`src/rtl/pipe_pkg.sv`:
```
// Shared pipeline definitions: FSM state, write-back source encodings,
// register index width.
package pipe_pkg;

    typedef enum logic [1:0] {
        RUN      = 2'd0,
        MEM_WAIT = 2'd1,
        MEM_ERR  = 2'd2
    } pipe_state_t;

    // Write-back source select (wD_sel)
    localparam logic [1:0] WD_ALU  = 2'b00;
    localparam logic [1:0] WD_DRAM = 2'b01;
    localparam logic [1:0] WD_PC4  = 2'b10;
    localparam logic [1:0] WD_IMM  = 2'b11;

    localparam int REG_AW = 5;

endpackage

```
`src/rtl/hazard_detect.sv`:
```
// Load-use compare: a load in EX whose destination is read by the ID
// instruction. Purely combinational; shared with the forwarding unit.
module hazard_detect
    import pipe_pkg::*;
(
    input  logic [REG_AW-1:0] id_rs1,
    input  logic [REG_AW-1:0] id_rs2,
    input  logic              id_re1,
    input  logic              id_re2,
    input  logic [REG_AW-1:0] ex_rd,
    input  logic              ex_RegWrite,
    input  logic [1:0]        ex_wD_sel,
    input  logic              ex_bubble,
    output logic              lu
);

    logic ex_load;
    logic src_hit;

    // x0 is never a real dependency, and a bubble carries no load
    assign ex_load = (ex_wD_sel == WD_DRAM) & ex_RegWrite & ~ex_bubble &
                     (ex_rd != '0);
    assign src_hit = (id_re1 & (id_rs1 == ex_rd)) |
                     (id_re2 & (id_rs2 == ex_rd));
    assign lu      = ex_load & src_hit;

endmodule

```
`src/rtl/pipe_hazard_ctrl.sv`:
```
// Pipeline sequencer: stall/flush/bubble control for load-use hazards,
// EX-resolved branches and a ready-handshake data memory with timeout.
// Optional build macro: PIPE_HAZARD_CTRL_PERF_EN compiles in the
// saturating performance counters; otherwise the counter ports read 0.
module pipe_hazard_ctrl
    import pipe_pkg::*;
#(
    parameter int MEM_TIMEOUT = 15,
    parameter int CNT_W       = 16
) (
    input  logic              clk,
    input  logic              reset,
    input  logic [REG_AW-1:0] id_rs1,
    input  logic [REG_AW-1:0] id_rs2,
    input  logic              id_re1,
    input  logic              id_re2,
    input  logic [REG_AW-1:0] ex_rd,
    input  logic              ex_RegWrite,
    input  logic [1:0]        ex_wD_sel,
    input  logic              ex_bubble,
    input  logic              ex_branch_taken,
    input  logic              mem_req,
    input  logic              mem_ready,
    output logic              pc_stall,
    output logic              ifid_stall,
    output logic              idex_stall,
    output logic              exmem_stall,
    output logic              ifid_flush,
    output logic              idex_bubble,
    output logic              memwb_bubble,
    output logic              mem_err,
    output logic [CNT_W-1:0]  lu_cnt,
    output logic [CNT_W-1:0]  mem_cnt,
    output logic [CNT_W-1:0]  flush_cnt
);

    localparam int WAIT_W = $clog2(MEM_TIMEOUT + 1);

    pipe_state_t       state;
    logic [WAIT_W-1:0] wait_cnt;
    logic              mem_hold;
    logic              lu;

    assign mem_hold = mem_req & ~mem_ready;

    hazard_detect u_hazard_detect (
        .id_rs1      (id_rs1),
        .id_rs2      (id_rs2),
        .id_re1      (id_re1),
        .id_re2      (id_re2),
        .ex_rd       (ex_rd),
        .ex_RegWrite (ex_RegWrite),
        .ex_wD_sel   (ex_wD_sel),
        .ex_bubble   (ex_bubble),
        .lu          (lu)
    );

    // Memory-wait FSM with timeout counter; MEM_ERR is left only by reset
    always_ff @(posedge clk) begin
        if (reset) begin
            state    <= RUN;
            wait_cnt <= '0;
            mem_err  <= 1'b0;
        end else begin
            case (state)
                RUN: begin
                    if (mem_hold) begin
                        state    <= MEM_WAIT;
                        wait_cnt <= WAIT_W'(1);
                    end
                end
                MEM_WAIT: begin
                    if (!mem_hold) begin
                        state    <= RUN;
                        wait_cnt <= '0;
                    end else if (wait_cnt == WAIT_W'(MEM_TIMEOUT)) begin
                        state   <= MEM_ERR;
                        mem_err <= 1'b1;
                    end else begin
                        wait_cnt <= wait_cnt + 1'b1;
                    end
                end
                MEM_ERR: begin
                    state <= MEM_ERR;
                end
                default: begin
                    state    <= RUN;
                    wait_cnt <= '0;
                end
            endcase
        end
    end

    // Mealy control outputs: memory hold beats branch beats load-use
    always_comb begin
        pc_stall     = 1'b0;
        ifid_stall   = 1'b0;
        idex_stall   = 1'b0;
        exmem_stall  = 1'b0;
        ifid_flush   = 1'b0;
        idex_bubble  = 1'b0;
        memwb_bubble = 1'b0;
        if (!reset) begin
            if (state == MEM_ERR || mem_hold) begin
                // Whole pipe frozen; a taken branch stays in EX and is
                // seen again on the release cycle
                pc_stall     = 1'b1;
                ifid_stall   = 1'b1;
                idex_stall   = 1'b1;
                exmem_stall  = 1'b1;
                memwb_bubble = 1'b1;
            end else if (ex_branch_taken) begin
                // ID holds a wrong-path instruction, so any lu is moot
                ifid_flush  = 1'b1;
                idex_bubble = 1'b1;
            end else if (lu) begin
                pc_stall    = 1'b1;
                ifid_stall  = 1'b1;
                idex_bubble = 1'b1;
            end
        end
    end

`ifdef PIPE_HAZARD_CTRL_PERF_EN
    logic lu_ev;
    logic mem_ev;
    logic fl_ev;

    assign mem_ev = (state != MEM_ERR) & mem_hold;
    assign fl_ev  = (state != MEM_ERR) & ~mem_hold & ex_branch_taken;
    assign lu_ev  = (state != MEM_ERR) & ~mem_hold & ~ex_branch_taken & lu;

    // Saturating event counters
    always_ff @(posedge clk) begin
        if (reset) begin
            lu_cnt    <= '0;
            mem_cnt   <= '0;
            flush_cnt <= '0;
        end else begin
            if (lu_ev && lu_cnt != '1)
                lu_cnt <= lu_cnt + 1'b1;
            if (mem_ev && mem_cnt != '1)
                mem_cnt <= mem_cnt + 1'b1;
            if (fl_ev && flush_cnt != '1)
                flush_cnt <= flush_cnt + 1'b1;
        end
    end
`else
    assign lu_cnt    = '0;
    assign mem_cnt   = '0;
    assign flush_cnt = '0;
`endif

endmodule
```
`config.mk`:
```
export PLATFORM = sky130hd
export DESIGN_NAME = pipe_hazard_ctrl
export DESIGN_NICKNAME = d
export VERILOG_FILES = /design/src/rtl/pipe_pkg.sv /design/src/rtl/hazard_detect.sv /design/src/rtl/pipe_hazard_ctrl.sv
export SDC_FILE = /design/constraint.sdc
export NUM_CORES = 1
export LEC_CHECK = 0
export BUFFER_PORTS_ARGS = -buffer_cell sky130_fd_sc_hd__buf_2
export CAP_MARGIN = 40
export CORE_MARGIN = 3
export CORE_UTILIZATION = 34
export CTS_BUF_LIST = sky130_fd_sc_hd__clkbuf_8
export CTS_CLUSTER_SIZE = 12
export DETAILED_ROUTE_END_ITERATION = 12
export PLACE_DENSITY = 0.83
export RECOVER_POWER = 100
export SLEW_MARGIN = 10
export SYNTH_ARGS = -nofsm -noshare
export SYNTH_HDL_FRONTEND = slang
export SYNTH_SLANG_ARGS = --single-unit
```
`constraint.sdc`:
```
create_clock -name clk -period 1.4 [get_ports clk]
set_input_delay 0.14 -clock clk [delete_from_list [all_inputs] [get_ports clk]]
set_output_delay 0.14 -clock clk [all_outputs]
set_load 0.005 [all_outputs]
```
==> results.md, run 1 <==
- Root buffer cell: clkbuf_8
- Gate Count Post-Synth: 113
- Worst R2R End: wait_cnt[0]
- CTS Buf Count: 3
- Iter 0 DRT Violations: 9
- Crit path capture type: output port
- WL/cell: 10.45 microns
- DRT Pass-1 Iters: 4
- CP arrival: 1.25 ns
- Synth Cell Area: 884.6 sq um
- # clock sinks: 7
- Hold_buf cts: 0
- Yosys warnings: 0
- Antenna Cells: 0
- FF-to-FF path depth: 5
- Post-synth top area share: 43.28%
- Routability Congestion: 0.8776
- Crit path time final: 1.394 ns
- # rows: 17
- PwrDens: 613.8 nW/um^2
- CTS tree: done
- Ranking of synthesized cells by area: buf_4 43%, dfxtp_1 16%, xor2_1 7.9%
- Initial Util: 37.81%
- Syn-to-layout area delta: 22.77%
- CORE AREA: 2340 sq um
- Hold WS: 0.2697 ns
- Multi-input logic area: 576.8 sq um
- Die area: 3250 sq um
- Largest area contributor in the netlist: buf_4
- Register area: 142.6 sq um
- Skew final: 0.003764 ns
- HP Class: in2reg
- Fraction of registers with async set/reset: 0%
- I/O pins: 82
- Htree depth: 1
- Pre-CTS WS: -0.09599 ns
- Critical Path RT: 1.26 ns
- Period utilization: 99.55%
- Reg-to-reg slack, setup: 0.05 ns
- Pins Over Slew Limit: 0
- Grt ovf: 0
- Fill count: 218
- Vias per std cell: 4.165
- Endpoints failing hold: 0
- Number of synthesized flops with an enable pin: 0
- First-pass GRT wire length: 2691 microns
- Status: finished, final reports clean
- Yosys reg bits: 7
- Vias in the first global route: 636
- DP HPWL: 1467 microns
- CP startpoint kind: primary input
- Maxcap violations: 0
- Hold path startpoint: reset
- Ys flop type: dfxtp_1
- Final setup violation count: 0
- Final WL: 1901 microns
- Hold Crit Endpoint: state[1]
- Largest net degree at the start of global routing: 11
- Fmax: 0.7175 GHz
- Chip Width: 57.01 microns
- Clk slew on worst S/H paths: 0.04 ns
- Worst skew pair latency: 0.23 ns
- Syn Area/Cell: 7.828 sq um
- Initial antenna violation count: 0
- Die Y: 57.01 microns
- Worst-path fanout max: 2
- P_leak: 0.0005353 uW
- Sequential fraction of the synthesis area: 15.84%
- Worst flop-to-flop path startpoint: state[1]
- Distinct cell type count after synthesis: 30
- Port bufs: 33
- Hold path cells: 3
- Worst VDD drop: 0.3990 mV
- Final Net Count: 182
- Final WS setup: 0.006359 ns
- Vias: 758
- Unrepaired setup endpoints after global routing: yes
- Worst setup path class: in2out
- Clock buffer depth: 2
- Layout cells sized above 1: 33.77%
- Start point of the critical path: id_rs1[3]
- Post-route ant nets: 0
- DRC Markers: 0
- GRT Util Overall: 9.926%
[synthesized netlist by cell type (2+ instances only)]
library cell / number
buf_4: 51
xor2_1: 8
dfxtp_1: 7
nor2_1: 6
a21oi_1: 5
inv_1: 2
nand2_1: 2
nand3_1: 2
nand3b_1: 2
nand4_1: 2
nor3_1: 2
nor4_1: 2
o2111ai_1: 2
o21ai_0: 2
or4_1: 2
xnor2_1: 2
[power breakdown]
part | switching (uW) | internal, uW
sequential | 3.05 | 204
clock | 88.5 | 190
combinational | 96.7 | 84.7
total | 188 | 478
[per-layer routing]
metal,up-vias,routed length (microns),GRT usage (%)
met1,339,638,11.28
met3,2,210,1.584
met5,-,0,0
li1,368,-,-
met4,0,34,4.305
met2,49,1017,18.11
[state kept, by name, summed over array words and instances, names as in the netlist]
name	flops
wait_cnt	4
state	2
mem_err	1
[repair_timing]
action,CTS,global route
pin swaps,8,11
buffers inserted,1,2
gates resized for setup,9,14
endpoints found under the setup margin,4,5
[per-stage QoR]
step / utilization [%] / cell area [sq um] / setup TNS (ns) / cells / total power, uW
6_report: 46.42 / 1086 / 0 / 182 / 666.6
5_1_grt: 46.42 / 1086 / -0.3777 / 182 / 712.9
4_1_cts: 43.58 / 1020 / -0.1341 / 180 / 645.7
3_5_place_dp: 39.25 / 918.4 / -0.1907 / 175 / 356.5
3_3_place_gp: 39.25 / 918.4 / -0.1637 / 175 / 354.1
2_1_floorplan: - / 1061 / 0 / 160 / 390.5
[cells in the final DEF (no fill, tap or decap), drive strengths merged, types with 3 or more instances in the layout]
master and n:
clkbuf 9, inv 3, dfxtp 7, conb 48, buf 36, a21oi 5, nor2 6, xor2 8
[cell families after synthesis]
family | after synthesis | share of synthesized area, %
AOI/OAI and AO/OA | 15 | 11.32
xor gates and xnor gates | 10 | 9.902
adders and majority gates | 1 | 1.414
buffers and inverters | 54 | 44.70
DFF | 7 | 15.84
other | 1 | 0.4239
and+or+nand+nor | 25 | 16.41
[worst max-delay path, cell delays in order]
cell and delay, ns:
buf_6 0.10, xor2_2 0.16, nor4_2 0.26, a32oi_1 0.16
o32ai_2 0.28, buf_2 0.15
[layout make-up]
class / count / share of cell area (%)
inverters: 2 / 0.6912
multi-input cells: 99 / 53.11
clock buffers: 3 / 3.802
well taps: 28 / 3.226
clock inverters: 1 / 0.3456
flip-flops and latches: 7 / 13.13
repair buffers: 42 / 25.69
[worst max-delay path by stage]
stage	endpoint	slack, ns	depth (start not counted)
CTS	ifid_stall	-0.07	6
floorplan	wait_cnt[3]	0.04	3
global route	ifid_stall	-0.09	6
detailed placement	ifid_stall	-0.1	6
finish	ifid_stall	0.006	6
global placement	pc_stall	-0.08	6
No activity file was read; power rests on OpenSTA's default activity.
==> run 2: changes to the inputs <==
--- a/config.mk
+++ b/config.mk
@@ -8,7 +8,7 @@
 export BUFFER_PORTS_ARGS = -buffer_cell sky130_fd_sc_hd__buf_2
 export CAP_MARGIN = 40
 export CORE_MARGIN = 3
-export CORE_UTILIZATION = 34
+export CORE_UTILIZATION = 35
 export CTS_BUF_LIST = sky130_fd_sc_hd__clkbuf_8
 export CTS_CLUSTER_SIZE = 12
 export DETAILED_ROUTE_END_ITERATION = 12
@@ -17,4 +17,5 @@
 export SLEW_MARGIN = 10
 export SYNTH_ARGS = -nofsm -noshare
 export SYNTH_HDL_FRONTEND = slang
+export SYNTH_HIERARCHICAL = 1
 export SYNTH_SLANG_ARGS = --single-unit
==> run 2 against run 1 <==
Highest routed layer unchanged. Clock power hardly changed. Sequential share of layout area increased by 0.14 points. First-iteration DRC count shrank 78%. Sequential power about the same. Total power is 0.66% lower. Count of clock-buffer cells in the layout unchanged. Global-route usage is 0.31 points higher. Sequential cell count unchanged. The run now ends with negative setup slack left. Worst setup slack worse by 0.053 ns. Non-clock buffer count down 7. Hold slack worse by 0.047 ns. Largest power group unchanged. Cell area decreased by 2.8%.
==> results.md, run 2 <==
- Status: finished, violations left (was finished, final reports clean)
- Failing checks: negative setup slack
- First-pass GRT wire length: 2546 microns (was 2691 microns)
- Max incr delay on CP: 0.26 ns (was 0.28 ns)
- Worst flop-to-flop path startpoint: wait_cnt[0] (was state[1])
- Crit path capture type: output port (unchanged)
- Largest net degree at the start of global routing: 13 (was 11)
- PwrDens: 627.1 nW/um^2 (was 613.8 nW/um^2)
- Worst R2R End: wait_cnt[1] (was wait_cnt[0])
- Finished Layout Cells: 179 (was 182)
- Final Net Count: 177 (was 182)
- Most frequent cells after synthesis: 51 x buf_4, 8 x xor2_1, 7 x a21oi_1, 7 x dfxtp_1 (was 51 x buf_4, 8 x xor2_1, 7 x dfxtp_1)
- Post-route ant nets: 0 (unchanged)
- CTS Buf Count: 3 (unchanged)
- Initial antenna violation count: 0 (unchanged)
- Most Frequent Cell on Critical Path: a21oi_2
- DP HPWL: 1482 microns (was 1467 microns)
- Largest reg by FF count: wait_cnt (unchanged)
- Worst setup path class: in2out (unchanged)
- DRT Pass-1 Iters: 2 (was 4)
- Pre-CTS WS: -0.1196 ns (was -0.09599 ns)
- Switching part of the total: 28.59% (was 28.24%)
- Vias in the first global route: 618 (was 636)
- Final instance area: 1056 sq um (was 1086 sq um)
- Largest regs: wait_cnt x4, state x2, mem_err x1 (unchanged)
- Reg-to-reg slack, setup: 0.08 ns (was 0.05 ns)
- Routability Congestion: 0.6993 (was 0.8776)
- Clock buffer depth: 2 (unchanged)
- Register area: 140.1 sq um (was 142.6 sq um)
- Combinational Power Share: 26.2% (was 27.2%)
- Crit path cell chain: buf_6 -> xor2_2 -> nor4_2 -> nand3_1 -> a21oi_2 -> nand2b_1 -> a21oi_2 -> buf_2 (was buf_6 -> xor2_2 -> nor4_2 -> a32oi_1 -> o32ai_2 -> buf_2)
- Yosys reg bits: 7 (unchanged)
- Distinct cell type count after synthesis: 32 (was 30)
- # rows: 18 (was 17)
- Vias per std cell: 4.089 (was 4.165)
- WL/cell: 10.38 microns (was 10.45 microns)
- Fill count: 260 (was 218)
- Fraction of registers with async set/reset: 0% (unchanged)
- Critical Path RT: 1.26 ns (about the same)
- Skew final: 0.0003964 ns (was 0.003764 ns)
- CP startpoint kind: primary input (unchanged)
- Port bufs: 33 (unchanged)
- Maxcap violations: 0 (unchanged)
- Multi-input logic area: 609.3 sq um (was 576.8 sq um)
- Iter 0 DRT Violations: 2 (was 9)
- Met2 Usage GRT: 18.87% (was 18.11%)
- Worst VDD drop: 0.3906 mV (was 0.3990 mV)
- Hold path startpoint: reset (unchanged)
- Number of synthesized flops with an enable pin: 0 (unchanged)
- Hold path cells: 2 (was 3)
- Period utilization: 103.3% (was 99.55%)
- Vias: 732 (was 758)
- Met1 usage: 9.686% (was 11.28%)
- Most used routing layer: met2 (unchanged)
- Die Y: 57.61 microns (was 57.01 microns)
- Post-synth top area share: 41.07% (was 43.28%)
- Placed cells: 175 (unchanged)
- Most frequent cells in the layout: 48 x conb_1, 23 x buf_2, 7 x dfxtp_1, 6 x buf_6 (was 48 x conb_1, 21 x buf_2, 9 x buf_6, 7 x xor2_1)
- Worst skew pair latency: 0.23 ns (about the same)
- Clk slew on worst S/H paths: 0.04 ns (about the same)
- CORE AREA: 2500 sq um (was 2340 sq um)
- Critical path's slowest cell: nor4_2 (was o32ai_2)
- Unrepaired setup endpoints after global routing: yes (unchanged)
- Int Pwr: 472.9 uW (was 478.4 uW)
- P_leak: 0.0005218 uW (was 0.0005353 uW)
- Delay-heaviest family, CP: simple AND/OR/NAND/NOR gates (was compound AO/OA/AOI/OAI gates)
- Dominant cell by count in the synthesized netlist: buf_4 (unchanged)
- Max reg flops: 4 (unchanged)
- DRC Markers: 0 (unchanged)
- I/O pins: 82 (unchanged)
- CTS tree: done (unchanged)
- Buf/Inv on CP: 2 (unchanged)
- Largest area contributor in the netlist: buf_4 (unchanged)
- Ranking of synthesized cells by area: buf_4 41%, dfxtp_1 15%, xor2_1 7.5% (was buf_4 43%, dfxtp_1 16%, xor2_1 7.9%)
- # Post-CTS Setup Buffers: 0 (was 1)
- Clock Power Share: 42.3% (was 41.7%)
- Worst-path fanout max: 2 (unchanged)
- FF-to-FF path depth: 4 (was 5)
- Sw Pwr: 189.3 uW (was 188.2 uW)
- Most common cell after layout, fill and taps aside: conb_1 (unchanged)
- Fin util: 42.24% (was 46.42%)
- Syn Area/Cell: 8.106 sq um (was 7.828 sq um)
- Initial Util: 37.29% (was 37.81%)
- Cell Area, Placed: 938.4 sq um (was 918.4 sq um)
- Gate Count Post-Synth: 115 (was 113)
- Crit path time final: 1.446 ns (was 1.394 ns)
- Synth Cell Area: 932.1 sq um (was 884.6 sq um)
- Grt ovf: 0 (unchanged)
- Met3 Use GR: 1.357% (was 1.584%)
- HP Class: in2reg (unchanged)
- Yosys warnings: 6 (was 0)
- Layout cells sized above 1: 31.54% (was 33.77%)
- Ys flop type: dfxtp_1 (unchanged)
- Fmax: 0.6913 GHz (was 0.7175 GHz)
- Hold_buf cts: 0 (unchanged)
- Pins Over Slew Limit: 0 (unchanged)
- Htree depth: 1 (unchanged)
- Syn-to-layout area delta: 13.29% (was 22.77%)
- GRT Util Overall: 10.23% (was 9.926%)
- Endpoints failing hold: 0 (unchanged)
- Hold Crit Endpoint: wait_cnt[2] (was state[1])
- Root buffer cell: clkbuf_8 (unchanged)
- Flop pwr share: 31.5% (was 31.1%)
- Final WL: 1858 microns (was 1901 microns)
- Die area: 3318 sq um (was 3250 sq um)
- Hold WS: 0.2224 ns (was 0.2697 ns)
- Chip Width: 57.61 microns (was 57.01 microns)
- # clock sinks: 7 (unchanged)
- Final WS setup: -0.04650 ns (was 0.006359 ns)
- Antenna Cells: 0 (unchanged)
- Sequential fraction of the synthesis area: 15.03% (was 15.84%)
- Final setup violation count: 3 (was 0)
- CP arrival: 1.31 ns (was 1.25 ns)
## run 2: changes by cell type after synthesis, sizes merged, moves of 2 or more
| cell | delta |
|---|---|
| a21oi | +2 |
| mux2i | +2 |
| nand2 | -2 |
| nand2b | +3 |
| nand3 | +2 |
| nand4 | -2 |
| nor2 | -4 |
| o21ai | +3 |
| or4b | +2 |
## run 2: area by class of cell
| cell class | instances | area share [%] |
|---|---|---|
| clock buffers | 3 | 3.910 |
| clock inverters | 1 | 0.3555 |
| multi-input cells | 101 | 57.70 |
| repair buffers | 35 | 20.50 |
| inverters | 2 | 0.7109 |
| well taps | 30 | 3.555 |
| flip-flops and latches | 7 | 13.27 |
## run 2: timing repair
action,4_1_cts,5_1_grt
pin swaps,6,1
endpoints found under the setup margin,3,3
hold endpoints to repair,0,0
resized for setup,6,9
## run 2: layer usage
layer | share of wire [%] | routed length [microns] | vias up
met3 | 7.8 | 144 | 4
met2 | 58 | 1081 | 36
met5 | 0 | 0 | -
met4 | 2.5 | 46 | 0
met1 | 32 | 586 | 335
li1 | - | - | 357
## run 2: cell families (layout without fill, tap and decap cells)
| group | after synthesis | count (layout) | synth area share (%) |
|---|---|---|---|
| buffers and inverters | 54 | 41 | 42.42 |
| AND/OR/NAND/NOR | 24 | 24 | 19.60 |
| AO/OA/AOI/OAI | 16 | 16 | 9.665 |
| XOR/XNOR | 10 | 10 | 9.397 |
| flip-flops | 7 | 7 | 15.03 |
| multiplexers | 2 | 2 | 2.148 |
| adder cells (fa/ha/maj) | 1 | 1 | 1.342 |
| other | 1 | 48 | 0.4023 |
## run 2: through the flow
step                power, uW  setup TNS [ns]
floorplan               396.6               0
global placement        356.5         -0.2871
detailed placement      360.0         -0.3171
CTS                     647.4         -0.1213
global route            699.7         -0.4851
finish                  662.2         -0.1317
## run 2: worst max path at each step
stage	from	end	slack, ns	cells after the start
after global routing	id_rs2[1]	pc_stall	-0.17	8
after detailed placement	ex_rd[1]	pc_stall	-0.12	8
after CTS	id_rs1[0]	pc_stall	-0.04	8
final	id_rs1[0]	pc_stall	-0.05	8
after global placement	ex_rd[1]	pc_stall	-0.11	8
after floorplan	ex_rd[1]	pc_stall	0.05	7
## run 2: power groups by stage
stage / clock network (uW) / logic (uW) / registers (uW)
4_1_cts: 284 / 155 / 209
3_3_place_gp: 0 / 145 / 211
5_1_grt: 296 / 195 / 209
6_report: 280 / 173 / 209
2_1_floorplan: 0 / 185 / 212
3_5_place_dp: 0 / 148 / 212
